## config.mk

```make
export PLATFORM = sky130hd
export DESIGN_NAME = snake_dir_ctrl_flat
export DESIGN_NICKNAME = d
export VERILOG_FILES = /design/src/rtl/snake_dir_ctrl_if.sv /design/src/rtl/snake_dir_ctrl.sv /design/src/flat_wrapper.sv
export SDC_FILE = /design/constraint.sdc
export NUM_CORES = 1
export LEC_CHECK = 0
export ABC_AREA = 1
export CAP_MARGIN = 20
export CORE_ASPECT_RATIO = 1.2
export CORE_MARGIN = 5
export CORE_UTILIZATION = 45
export DETAILED_ROUTE_END_ITERATION = 10
export PLACE_DENSITY_LB_ADDON = 0.05
export SLEW_MARGIN = 20
export SYNTH_ARGS = -nofsm -noshare
export SYNTH_HDL_FRONTEND = slang
export SYNTH_SLANG_ARGS = --single-unit
```

## constraint.sdc

```tcl
create_clock -name clk -period 3.8 [get_ports clk]
set_clock_uncertainty 0.15 [all_clocks]
set_input_delay 0.76 -clock clk [delete_from_list [all_inputs] [get_ports clk]]
set_output_delay 0.76 -clock clk [all_outputs]
set_load 0.1 [all_outputs]
```

## src/rtl/snake_dir_ctrl_if.sv

```systemverilog
// Command/status bundle between the player input front end and the snake
// movement controller; the controller takes the slave side.
interface snake_dir_ctrl_if #(
    parameter int SPEED_STEPS = 4
);
    localparam int SW = (SPEED_STEPS > 1) ? $clog2(SPEED_STEPS) : 1;

    logic          btn_up;
    logic          btn_down;
    logic          btn_left;
    logic          btn_right;
    logic          btn_pause;
    logic          speed_up;
    logic [2:0]    accion;
    logic          move;
    logic          paused;
    logic [1:0]    state;
    logic [SW-1:0] speed_lvl;
    logic          q_overflow;

    modport master (
        output btn_up, btn_down, btn_left, btn_right, btn_pause, speed_up,
        input  accion, move, paused, state, speed_lvl, q_overflow
    );

    modport slave (
        input  btn_up, btn_down, btn_left, btn_right, btn_pause, speed_up,
        output accion, move, paused, state, speed_lvl, q_overflow
    );
endinterface

```

## src/rtl/snake_dir_ctrl.sv

```systemverilog
// Snake movement controller: queues player commands, generates a speed-scaled
// movement tick and runs the direction/pause FSM once per tick.
module snake_dir_ctrl #(
    parameter int TICK_BASE     = 4000000,
    parameter int SPEED_DEC     = 500000,
    parameter int SPEED_STEPS   = 4,
    parameter int QDEPTH        = 4,
    parameter int ALLOW_REVERSE = 0
) (
    input  logic            clk,
    input  logic            rst,
    snake_dir_ctrl_if.slave bus
);
    localparam int CW = $clog2(TICK_BASE + 1);
    localparam int SW = (SPEED_STEPS > 1) ? $clog2(SPEED_STEPS) : 1;
    localparam int AW = (QDEPTH > 1) ? $clog2(QDEPTH) : 1;
    localparam int NW = $clog2(QDEPTH + 1);

    localparam logic [2:0] CMD_NONE  = 3'd0;
    localparam logic [2:0] CMD_UP    = 3'd1;
    localparam logic [2:0] CMD_DOWN  = 3'd2;
    localparam logic [2:0] CMD_LEFT  = 3'd3;
    localparam logic [2:0] CMD_RIGHT = 3'd4;
    localparam logic [2:0] CMD_PAUSE = 3'd5;

    typedef enum logic [1:0] {
        ST_IDLE   = 2'd0,
        ST_MOVE   = 2'd1,
        ST_PAUSED = 2'd2
    } state_e;

    logic [CW-1:0] cnt_q, cnt_d, per_q, per_d;
    logic [2:0]    cmd_q, cmd_d;
    logic [2:0]    mem_q [QDEPTH];
    logic [2:0]    mem_d [QDEPTH];
    logic [AW-1:0] rd_q, rd_d, wr_q, wr_d;
    logic [NW-1:0] num_q, num_d;
    state_e        state_q, state_d;
    logic [2:0]    dir_q, dir_d, accion_q, accion_d;
    logic          move_q, move_d, paused_q, paused_d, ovf_q, ovf_d;
    logic [SW-1:0] speed_q, speed_d;

    logic       tick, q_empty, q_full, pop, bypass, push;
    logic [2:0] cmd_c;

    // Up/down share (code-1)>>1 == 0, left/right share (code-1)>>1 == 1.
    function automatic logic is_opposite(input logic [2:0] a, input logic [2:0] b);
        return (a != b) && (((a - 3'd1) >> 1) == ((b - 3'd1) >> 1));
    endfunction

    always_comb begin
        cnt_d    = cnt_q;
        per_d    = per_q;
        cmd_d    = CMD_NONE;
        mem_d    = mem_q;
        rd_d     = rd_q;
        wr_d     = wr_q;
        num_d    = num_q;
        state_d  = state_q;
        dir_d    = dir_q;
        accion_d = accion_q;
        paused_d = paused_q;
        ovf_d    = ovf_q;
        speed_d  = speed_q;

        if      (bus.btn_pause) cmd_d = CMD_PAUSE;
        else if (bus.btn_up)    cmd_d = CMD_UP;
        else if (bus.btn_down)  cmd_d = CMD_DOWN;
        else if (bus.btn_left)  cmd_d = CMD_LEFT;
        else if (bus.btn_right) cmd_d = CMD_RIGHT;

        tick = (cnt_q == per_q - CW'(1));
        if (tick) begin
            cnt_d = '0;
            per_d = CW'(TICK_BASE - SPEED_DEC * int'(speed_q));
        end else begin
            cnt_d = cnt_q + CW'(1);
        end
        move_d = tick;

        if (bus.speed_up && speed_q != SW'(SPEED_STEPS - 1))
            speed_d = speed_q + SW'(1);

        // An empty queue forwards the command being enqueued this edge to the tick.
        q_empty = (num_q == '0);
        q_full  = (num_q == NW'(QDEPTH));
        cmd_c   = q_empty ? cmd_q : mem_q[rd_q];
        pop     = tick && !q_empty;
        bypass  = tick && q_empty && (cmd_q != CMD_NONE);
        push    = (cmd_q != CMD_NONE) && !bypass;

        if (pop) begin
            rd_d  = (rd_q == AW'(QDEPTH - 1)) ? '0 : rd_q + AW'(1);
            num_d = num_q - NW'(1);
        end
        if (push) begin
            if (q_full && !pop) begin
                ovf_d = 1'b1;
            end else begin
                mem_d[wr_q] = cmd_q;
                wr_d        = (wr_q == AW'(QDEPTH - 1)) ? '0 : wr_q + AW'(1);
                num_d       = pop ? num_q : num_q + NW'(1);
            end
        end

        if (tick) begin
            unique case (state_q)
                ST_IDLE: begin
                    if (cmd_c >= CMD_UP && cmd_c <= CMD_RIGHT) begin
                        state_d  = ST_MOVE;
                        dir_d    = cmd_c;
                        accion_d = cmd_c;
                    end else begin
                        accion_d = CMD_NONE;
                    end
                end
                ST_MOVE: begin
                    if (cmd_c == CMD_PAUSE) begin
                        state_d  = ST_PAUSED;
                        accion_d = CMD_NONE;
                    end else if (cmd_c >= CMD_UP && cmd_c <= CMD_RIGHT &&
                                 (ALLOW_REVERSE != 0 || !is_opposite(cmd_c, dir_q))) begin
                        dir_d    = cmd_c;
                        accion_d = cmd_c;
                    end else begin
                        accion_d = dir_q;
                    end
                end
                ST_PAUSED: begin
                    if (cmd_c == CMD_PAUSE) begin
                        state_d  = ST_MOVE;
                        accion_d = dir_q;
                    end else begin
                        accion_d = CMD_NONE;
                    end
                end
                default: begin
                    state_d  = ST_IDLE;
                    accion_d = CMD_NONE;
                end
            endcase
            paused_d = (state_d == ST_PAUSED);
        end
    end

    always_ff @(posedge clk) begin
        if (rst) begin
            cnt_q    <= '0;
            per_q    <= CW'(TICK_BASE);
            cmd_q    <= CMD_NONE;
            for (int unsigned i = 0; i < QDEPTH; i++) mem_q[i] <= '0;
            rd_q     <= '0;
            wr_q     <= '0;
            num_q    <= '0;
            state_q  <= ST_IDLE;
            dir_q    <= CMD_RIGHT;
            accion_q <= CMD_NONE;
            move_q   <= 1'b0;
            paused_q <= 1'b0;
            ovf_q    <= 1'b0;
            speed_q  <= '0;
        end else begin
            cnt_q    <= cnt_d;
            per_q    <= per_d;
            cmd_q    <= cmd_d;
            mem_q    <= mem_d;
            rd_q     <= rd_d;
            wr_q     <= wr_d;
            num_q    <= num_d;
            state_q  <= state_d;
            dir_q    <= dir_d;
            accion_q <= accion_d;
            move_q   <= move_d;
            paused_q <= paused_d;
            ovf_q    <= ovf_d;
            speed_q  <= speed_d;
        end
    end

    assign bus.accion     = accion_q;
    assign bus.move       = move_q;
    assign bus.paused     = paused_q;
    assign bus.state      = state_q;
    assign bus.speed_lvl  = speed_q;
    assign bus.q_overflow = ovf_q;
endmodule

```

## src/flat_wrapper.sv

```systemverilog
// flat-port wrapper written by rule: the top's interface ports become plain ports
module snake_dir_ctrl_flat 
#(
    parameter int TICK_BASE     = 4000000,
    parameter int SPEED_DEC     = 500000,
    parameter int SPEED_STEPS   = 4,
    parameter int QDEPTH        = 4,
    parameter int ALLOW_REVERSE = 0
)
  (clk, rst, bus_btn_up, bus_btn_down, bus_btn_left, bus_btn_right, bus_btn_pause, bus_speed_up, bus_accion, bus_move, bus_paused, bus_state, bus_speed_lvl, bus_q_overflow);
  snake_dir_ctrl_if #(.SPEED_STEPS(SPEED_STEPS)) bus_i ();
  input  logic clk;
  input  logic rst;
  input wire logic [$bits(bus_i.btn_up)-1:0] bus_btn_up;
  input wire logic [$bits(bus_i.btn_down)-1:0] bus_btn_down;
  input wire logic [$bits(bus_i.btn_left)-1:0] bus_btn_left;
  input wire logic [$bits(bus_i.btn_right)-1:0] bus_btn_right;
  input wire logic [$bits(bus_i.btn_pause)-1:0] bus_btn_pause;
  input wire logic [$bits(bus_i.speed_up)-1:0] bus_speed_up;
  output wire logic [$bits(bus_i.accion)-1:0] bus_accion;
  output wire logic [$bits(bus_i.move)-1:0] bus_move;
  output wire logic [$bits(bus_i.paused)-1:0] bus_paused;
  output wire logic [$bits(bus_i.state)-1:0] bus_state;
  output wire logic [$bits(bus_i.speed_lvl)-1:0] bus_speed_lvl;
  output wire logic [$bits(bus_i.q_overflow)-1:0] bus_q_overflow;
  assign bus_i.btn_up = bus_btn_up;
  assign bus_i.btn_down = bus_btn_down;
  assign bus_i.btn_left = bus_btn_left;
  assign bus_i.btn_right = bus_btn_right;
  assign bus_i.btn_pause = bus_btn_pause;
  assign bus_i.speed_up = bus_speed_up;
  assign bus_accion = bus_i.accion;
  assign bus_move = bus_i.move;
  assign bus_paused = bus_i.paused;
  assign bus_state = bus_i.state;
  assign bus_speed_lvl = bus_i.speed_lvl;
  assign bus_q_overflow = bus_i.q_overflow;
  snake_dir_ctrl #(.TICK_BASE(TICK_BASE), .SPEED_DEC(SPEED_DEC), .SPEED_STEPS(SPEED_STEPS), .QDEPTH(QDEPTH), .ALLOW_REVERSE(ALLOW_REVERSE)) u_core (.clk(clk), .rst(rst), .bus(bus_i));
endmodule
```

Word level (Yosys, flattened, before mapping)
Cells that the tools add are included.
{ "totals": {"register_bits": 79, "input_bits": 8, "output_inout_bits": 10, "wordCells": 105} }
{ "op_classes": {"n_addsub": 10, "mul": 1, "magnitude_cmp": 5, "n_eq_ne": 14, "muxes": 31, "n_bitwise": 3, "reduce_logical": 23} }
{ "ops": {"columns": ["op", "n"], "rows": [
  ["$mux W3", 19],
  ["$add A22 B1 Y22 const B", 1],
  ["$eq A22 B22 Y1", 1],
  ["$sub A19 B22 Y22 const A", 1],
  ["$sub A22 B1 Y22 const B", 1],
  ["$mul A14 B2 Y16 const A", 1],
  ["$bwmux W12", 1],
  ["$mux W2", 6],
  ["$logic_and A1 B1 Y1", 10],
  ["$pmux W3 S3", 1],
  ["$sub A3 B1 Y3 const B", 3],
  ["$eq A2 B2 Y1 const B", 4],
  ["$add A2 B1 Y2 const B", 3],
  ["$bmux W3 S2", 1],
  ["$demux W3 S2", 1],
  ["$eq A3 B3 Y1 const B", 2],
  ["$ge A3 B3 Y1 const B", 2],
  ["$not A2 Y3", 2],
  ["$pmux W2 S3", 1],
  ["$pmux W3 S2", 1],
  ["$logic_not A1 Y1", 4],
  ["$ne A2 B2 Y1 const B", 2],
  ["$reduce_and A2 Y1", 2],
  ["$reduce_and A4 Y1", 1],
  ["16 further kinds", 16]
]} }

Longest topological paths before layout
{ "logic_depth": {"word_depth": 13, "depth_mapped": 20, "mapped_depth_nobuf": 19} }

Worst setup path before layout
OpenSTA, ideal clock, no wires.
{ "synth_timing": {"path_kind": "reg-to-reg", "start": "register u_core.num_q[0]", "end": "register u_core.dir_q[2]", "setup_time_ns": 0.121, "arrival_ns": 2.284, "t_required_ns": 3.529, "setup_slack_ns": 1.245, "stages_incl_launch_ff": 18, "path_buffers": 0, "period_less_slack_ns": 2.555, "cell_sequence": "dfxtp_1 > inv_1 > ha_1 > nand2_2 > or2_2 > nand2_1 > ha_1 > inv_1 > ha_1 > xor2_1 > nor2_1 > nand2_1 > nand2_1 > nand2_1 > nand3_1 > nand2_1 > nand2_1 > nand3_1"} }
{ "synth_via": {"elab_chain_len": 10, "elab_cells_between_ends": 19, "classes_between": "add/sub (1); order compare (2); eq/ne (5); mux (5); reduce/logical (6)"} }
{ "synth_rtl": {"columns": ["item", "line", "source"], "rows": [
  ["from (decl)", "snake_dir_ctrl.sv:37", "logic [NW-1:0] num_q, num_d;"],
  ["from (signal assigned)", "snake_dir_ctrl.sv:169", "num_q <= num_d;"],
  ["$logic_not A3 Y1 (*)", "snake_dir_ctrl.sv:85", "q_empty = (num_q == '0);"],
  ["$mux W3 (*)", "snake_dir_ctrl.sv:87", "cmd_c = q_empty ? cmd_q : mem_q[rd_q];"],
  ["$sub A3 B1 Y3", "snake_dir_ctrl.sv:48", "return (a != b) && (((a - 3'd1) >> 1) == ((b - 3'd1) >> 1));"],
  ["$eq A2 B2 Y1", "snake_dir_ctrl.sv:48", null],
  ["$logic_and A1 B1 Y1", "snake_dir_ctrl.sv:48", null],
  ["$logic_not A1 Y1", "snake_dir_ctrl.sv:122", "(ALLOW_REVERSE != 0 || !is_opposite(cmd_c, dir_q))) begin"],
  ["$logic_and A1 B1 Y1", "snake_dir_ctrl.sv:121", "end else if (cmd_c >= CMD_UP && cmd_c <= CMD_RIGHT &&"],
  ["$mux W3", null, null],
  ["$mux W3", "snake_dir_ctrl.sv:118", "if (cmd_c == CMD_PAUSE) begin"],
  ["$pmux W3 S2", "snake_dir_ctrl.sv:107", "unique case (state_q)"],
  ["to (signal assigned)", "snake_dir_ctrl.sv:171", "dir_q <= dir_d;"],
  ["to (decl)", "snake_dir_ctrl.sv:39", "logic [2:0] dir_q, dir_d, accion_q, accion_d;"]
]} }
Every way passes the cells marked *; elsewhere a longest branch is shown, timed or not. The select of a mux whose other input is x is not followed.
A chain may end at the register's enable or synchronous reset.

Final worst setup path
{ "layout_timing": {"start": "register u_core.per_q[13]", "end": "register u_core.mem_q[7] (netlist name)"} }
{ "layout_via": {"elab_chain_len": 7, "elab_cells_between_ends": 11, "classes_between": "add/sub (1); eq/ne (1); bitwise (1); reduce/logical (8)"} }
{ "layout_rtl": {"columns": ["item", "line", "source"], "rows": [
  ["from (decl)", "snake_dir_ctrl.sv:32", "logic [CW-1:0] cnt_q, cnt_d, per_q, per_d;"],
  ["from (signal assigned)", "snake_dir_ctrl.sv:149", "per_q <= CW'(TICK_BASE);"],
  ["from (signal assigned)", "snake_dir_ctrl.sv:164", "per_q <= per_d;"],
  ["$sub A22 B1 Y22 (*)", "snake_dir_ctrl.sv:72", "tick = (cnt_q == per_q - CW'(1));"],
  ["$eq A22 B22 Y1 (*)", "snake_dir_ctrl.sv:72", null],
  ["$logic_and A1 B1 Y1 (on tied branches)", "snake_dir_ctrl.sv:89, snake_dir_ctrl.sv:88", null],
  ["$logic_and A1 B1 Y1 / $logic_not A1 Y1 (equally long branches)", "snake_dir_ctrl.sv:89, snake_dir_ctrl.sv:97", null],
  ["$logic_not A1 Y1 / $logic_and A1 B1 Y1 (equally long branches)", "snake_dir_ctrl.sv:90, snake_dir_ctrl.sv:97", null],
  ["$logic_and A1 B1 Y1 / $not A1 Y1 (equally long branches)", null, null],
  ["$reduce_and A2 Y1 (no source line) (*)", null, null],
  ["to (signal assigned)", "snake_dir_ctrl.sv:166", "mem_q <= mem_d;"],
  ["to (decl)", "snake_dir_ctrl.sv:34", "logic [2:0] mem_q [QDEPTH];"]
]} }
Every way passes the cells marked *; elsewhere a longest branch is shown, timed or not.

==> results.json <==
{
  "status": "completed",
  "post_drt_via_cell_ratio": 5.000,
  "wire_per_inst_microns": 13.06,
  "cts.clk_slew.worst_paths_ns": 0.06,
  "fin_crit_ns": 3.179,
  "cts.sinks": 69,
  "cts_tree": "done",
  "clk-insertion-delay-late_ns": 0.33,
  "cp.required_ns": 3.87,
  "fillers": 982,
  "slew_violations": 0,
  "vdd_ir_drop_max_mv": 0.3004,
  "worst-path-buf-inv": 3,
  "worst_path_dominant_cell_family": "simple AND/OR/NAND/NOR gates",
  "synthArstFlopShare_pct": 0,
  "final_area_sq_um": 4949,
  "clk_path_buf_depth": 2,
  "insertedDiodeCount": 0,
  "syn2layout_area_growth_pct": 13.32,
  "relSlewSlack_pct": 34.57,
  "synth-seq-cells": 69,
  "slowest_stage": "dfxtp_1",
  "grtUsageTotal_pct": 18.81,
  "worstPathCellList": "clkinv_2, ha_1, inv_1, nand2_1, nand2_1, nand2_1, nand2_1, nand2_1, nor2_1, nand3_1, nor2_4, nand3_2, nand2_2, nand3_2, nor2_1, inv_1, nor2_1, nor2_1",
  "path_class": "flop to flop",
  "num_rows": 39,
  "grt-ovfl-total": 0,
  "yosysWarningCount": 0,
  "synth_flop_cell": "dfxtp_1",
  "cts-root-buf": "clkbuf_16",
  "max_cap_viol_count": 0,
  "cp.arrival_ns": 3.25,
  "htreeDepth": 3,
  "place_area_sq_um": 4647,
  "port_buffers": 17,
  "drc": 0,
  "place_congestion": 0.8848,
  "die_h_microns": 117.9,
  "dpl.hpwl_mm": 8.166,
  "syn_inst": 641,
  "routed-via-count": 3945,
  "crit_path_end_kind": "flop",
  "grt_pass1_wl_mm": 17.86,
  "cts_resized": 0,
  "seq_area_frac_synth_pct": 31.63,
  "syn_area_per_cell_sq_um": 6.812,
  "numCtsBuffers": 9,
  "finalCritPeriodShare_pct": 83.66,
  "rsz0062_at_grt": "false",
  "whs_ns": 0.2946,
  "cp_max_fo": 9,
  "first_pass_iters": 4,
  "crit_top_cell": "nand2_1",
  "setup_violations": 0,
  "core_area_sq_um": 9515,
  "fin_nets": 691,
  "hp-class": "flop to flop",
  "fmax_mhz": 314.6,
  "start_util_pct": 45.89,
  "worst_slack_ns": 0.6211,
  "max_stage_delay_ns": 0.46,
  "tns_ns": 0,
  "drive_gt1_share_pct": 9.459,
  "drtIter0Drc": 158,
  "final_antenna_net_count": 0,
  "antenna_found_initial": 0,
  "cts_hold_buf": 0,
  "tightest_slew_ns": 0.9784,
  "grt_pass1_vias": 3862,
  "postCtsSetupRepairBufs": 0,
  "wirelength_mm": 10.30,
  "grt_max_degree": 23,
  "power-per-cell-area_nw_per_um2": 420.1,
  "regArea_sq_um": 1381,
  "die_x_microns": 99.93,
  "ys_types": 47,
  "io_pins": 18,
  "synth_fp_nets": 671,
  "hold_violations": 0,
  "place_ws_ns": 0.6128,
  "syn-cell-area_sq_um": 4367,
  "cp-start-kind": "flop",
  "dieArea_sq_um": 11780,
  "p_leak_nw": 2.206,
  "synth-edff-count": 0,
  "multi_input_area_sq_um": 2595
}
==> worst reg2reg max path, cell delays in order, from the launching register on <==
cell and delay, ns:
dfxtp_1 0.46, clkinv_2 0.20, ha_1 0.33, inv_1 0.14
nand2_1 0.08, nand2_1 0.07, nand2_1 0.04, nand2_1 0.07
nand2_1 0.05, nor2_1 0.12, nand3_1 0.13, nor2_4 0.16
nand3_2 0.15, nand2_2 0.12, nand3_2 0.25, nor2_1 0.30
inv_1 0.11, nor2_1 0.10, nor2_1 0.06
==> layout by cell type, fill, tap and decap left out, types with 12 or more instances in the layout <==
| master | n |
|---|---|
| clkdlybuf4s50_1 | 17 |
| ha_1 | 22 |
| inv_1 | 77 |
| nand2_1 | 151 |
| a21oi_1 | 21 |
| nor2_1 | 94 |
| nor3_1 | 12 |
| xor2_1 | 15 |
| nand3_1 | 40 |
| nand4_1 | 15 |
| o21ai_0 | 24 |
| dfxtp_1 | 69 |
==> Yosys cell counts (all sizes together) (7+ instances only) <==
master | instances | area (sq um)
xnor2 | 9 | 78.83
nor3 | 13 | 70.07
inv | 84 | 315.3
xor2 | 16 | 147.7
buf | 7 | 51.29
a21oi | 22 | 113.9
or2 | 11 | 71.32
nand4 | 16 | 115.1
nand2 | 154 | 590.6
ha | 22 | 275.3
nand3 | 46 | 260.3
o21ai | 33 | 165.2
dfxtp | 69 | 1381
nor2 | 107 | 510.5
==> logic make-up (layout without fill, tap and decap cells) <==
kind of cell | Yosys count | count (layout) | synth area share [%]
AO/OA/AOI/OAI | 75 | 75 | 9.914
buffers and inverters | 97 | 122 | 8.939
XOR/XNOR | 25 | 25 | 5.187
AND/OR/NAND/NOR | 353 | 353 | 38.02
flip-flops | 69 | 69 | 31.63
adder cells (fa/ha/maj) | 22 | 22 | 6.304
==> routing by layer <==
metal	wire length (microns)	global-route usage, %
met1	4333	20.98
met5	0	0
met2	5274	33.76
met4	361	7.771
met3	334	4.149
==> sequential cells by signal, summed over array words and instances (netlist names) <==
name / flops
u_core.bus.accion: 3
u_core.cmd_q: 3
u_core.dir_q: 3
u_core.mem_q: 12
u_core.bus.q_overflow: 1
u_core.bus.paused: 1
u_core.bus.speed_lvl: 2
u_core.bus.move: 1
u_core.wr_q: 2
u_core.per_q: 12
u_core.bus.state: 2
u_core.rd_q: 2
u_core.cnt_q: 22
u_core.num_q: 3
==> power by group <==
| group | switching [mW] | total [mW] | internal [mW] |
|---|---|---|---|
| combinational | 0.294 | 0.453 | 0.159 |
| sequential | 0.0265 | 0.783 | 0.757 |
| clock | 0.320 | 0.843 | 0.523 |
==> per-stage QoR <==
step,std cells,total power [mW],util (%)
floorplan,641,1.156,-
global placement,773,1.247,48.84
detailed placement,773,1.252,48.84
CTS,789,2.104,52.01
global route,789,2.200,52.01
finish,789,2.079,52.01
==> final timing paths <==
check                           slack [ns]                            to                           from  cells after the start
worst max-delay path                  0.62  u_core.mem_q[7]$_SDFFE_PP0P_  u_core.per_q[13]$_SDFFE_PP0P_                     18
worst min-delay path                  0.29    u_core.cnt_q[0]$_SDFF_PP0_     u_core.cnt_q[0]$_SDFF_PP0_                      1
worst max register to register        0.62  u_core.mem_q[7]$_SDFFE_PP0P_  u_core.per_q[13]$_SDFFE_PP0P_                     18
worst min register to register        0.29    u_core.cnt_q[0]$_SDFF_PP0_     u_core.cnt_q[0]$_SDFF_PP0_                      1
==> final cells by class <==
| cell class | instances | area share (%) |
|---|---|---|
| Multi-Input combinational cell | 475 | 52.44 |
| Inverter | 86 | 6.549 |
| Timing Repair Buffer | 20 | 3.894 |
| Clock inverter | 6 | 1.264 |
| Clock buffer | 10 | 4.829 |
| Tap cell | 123 | 3.110 |
| Sequential cell | 69 | 27.91 |
Power figures use the tool's default switching activity.
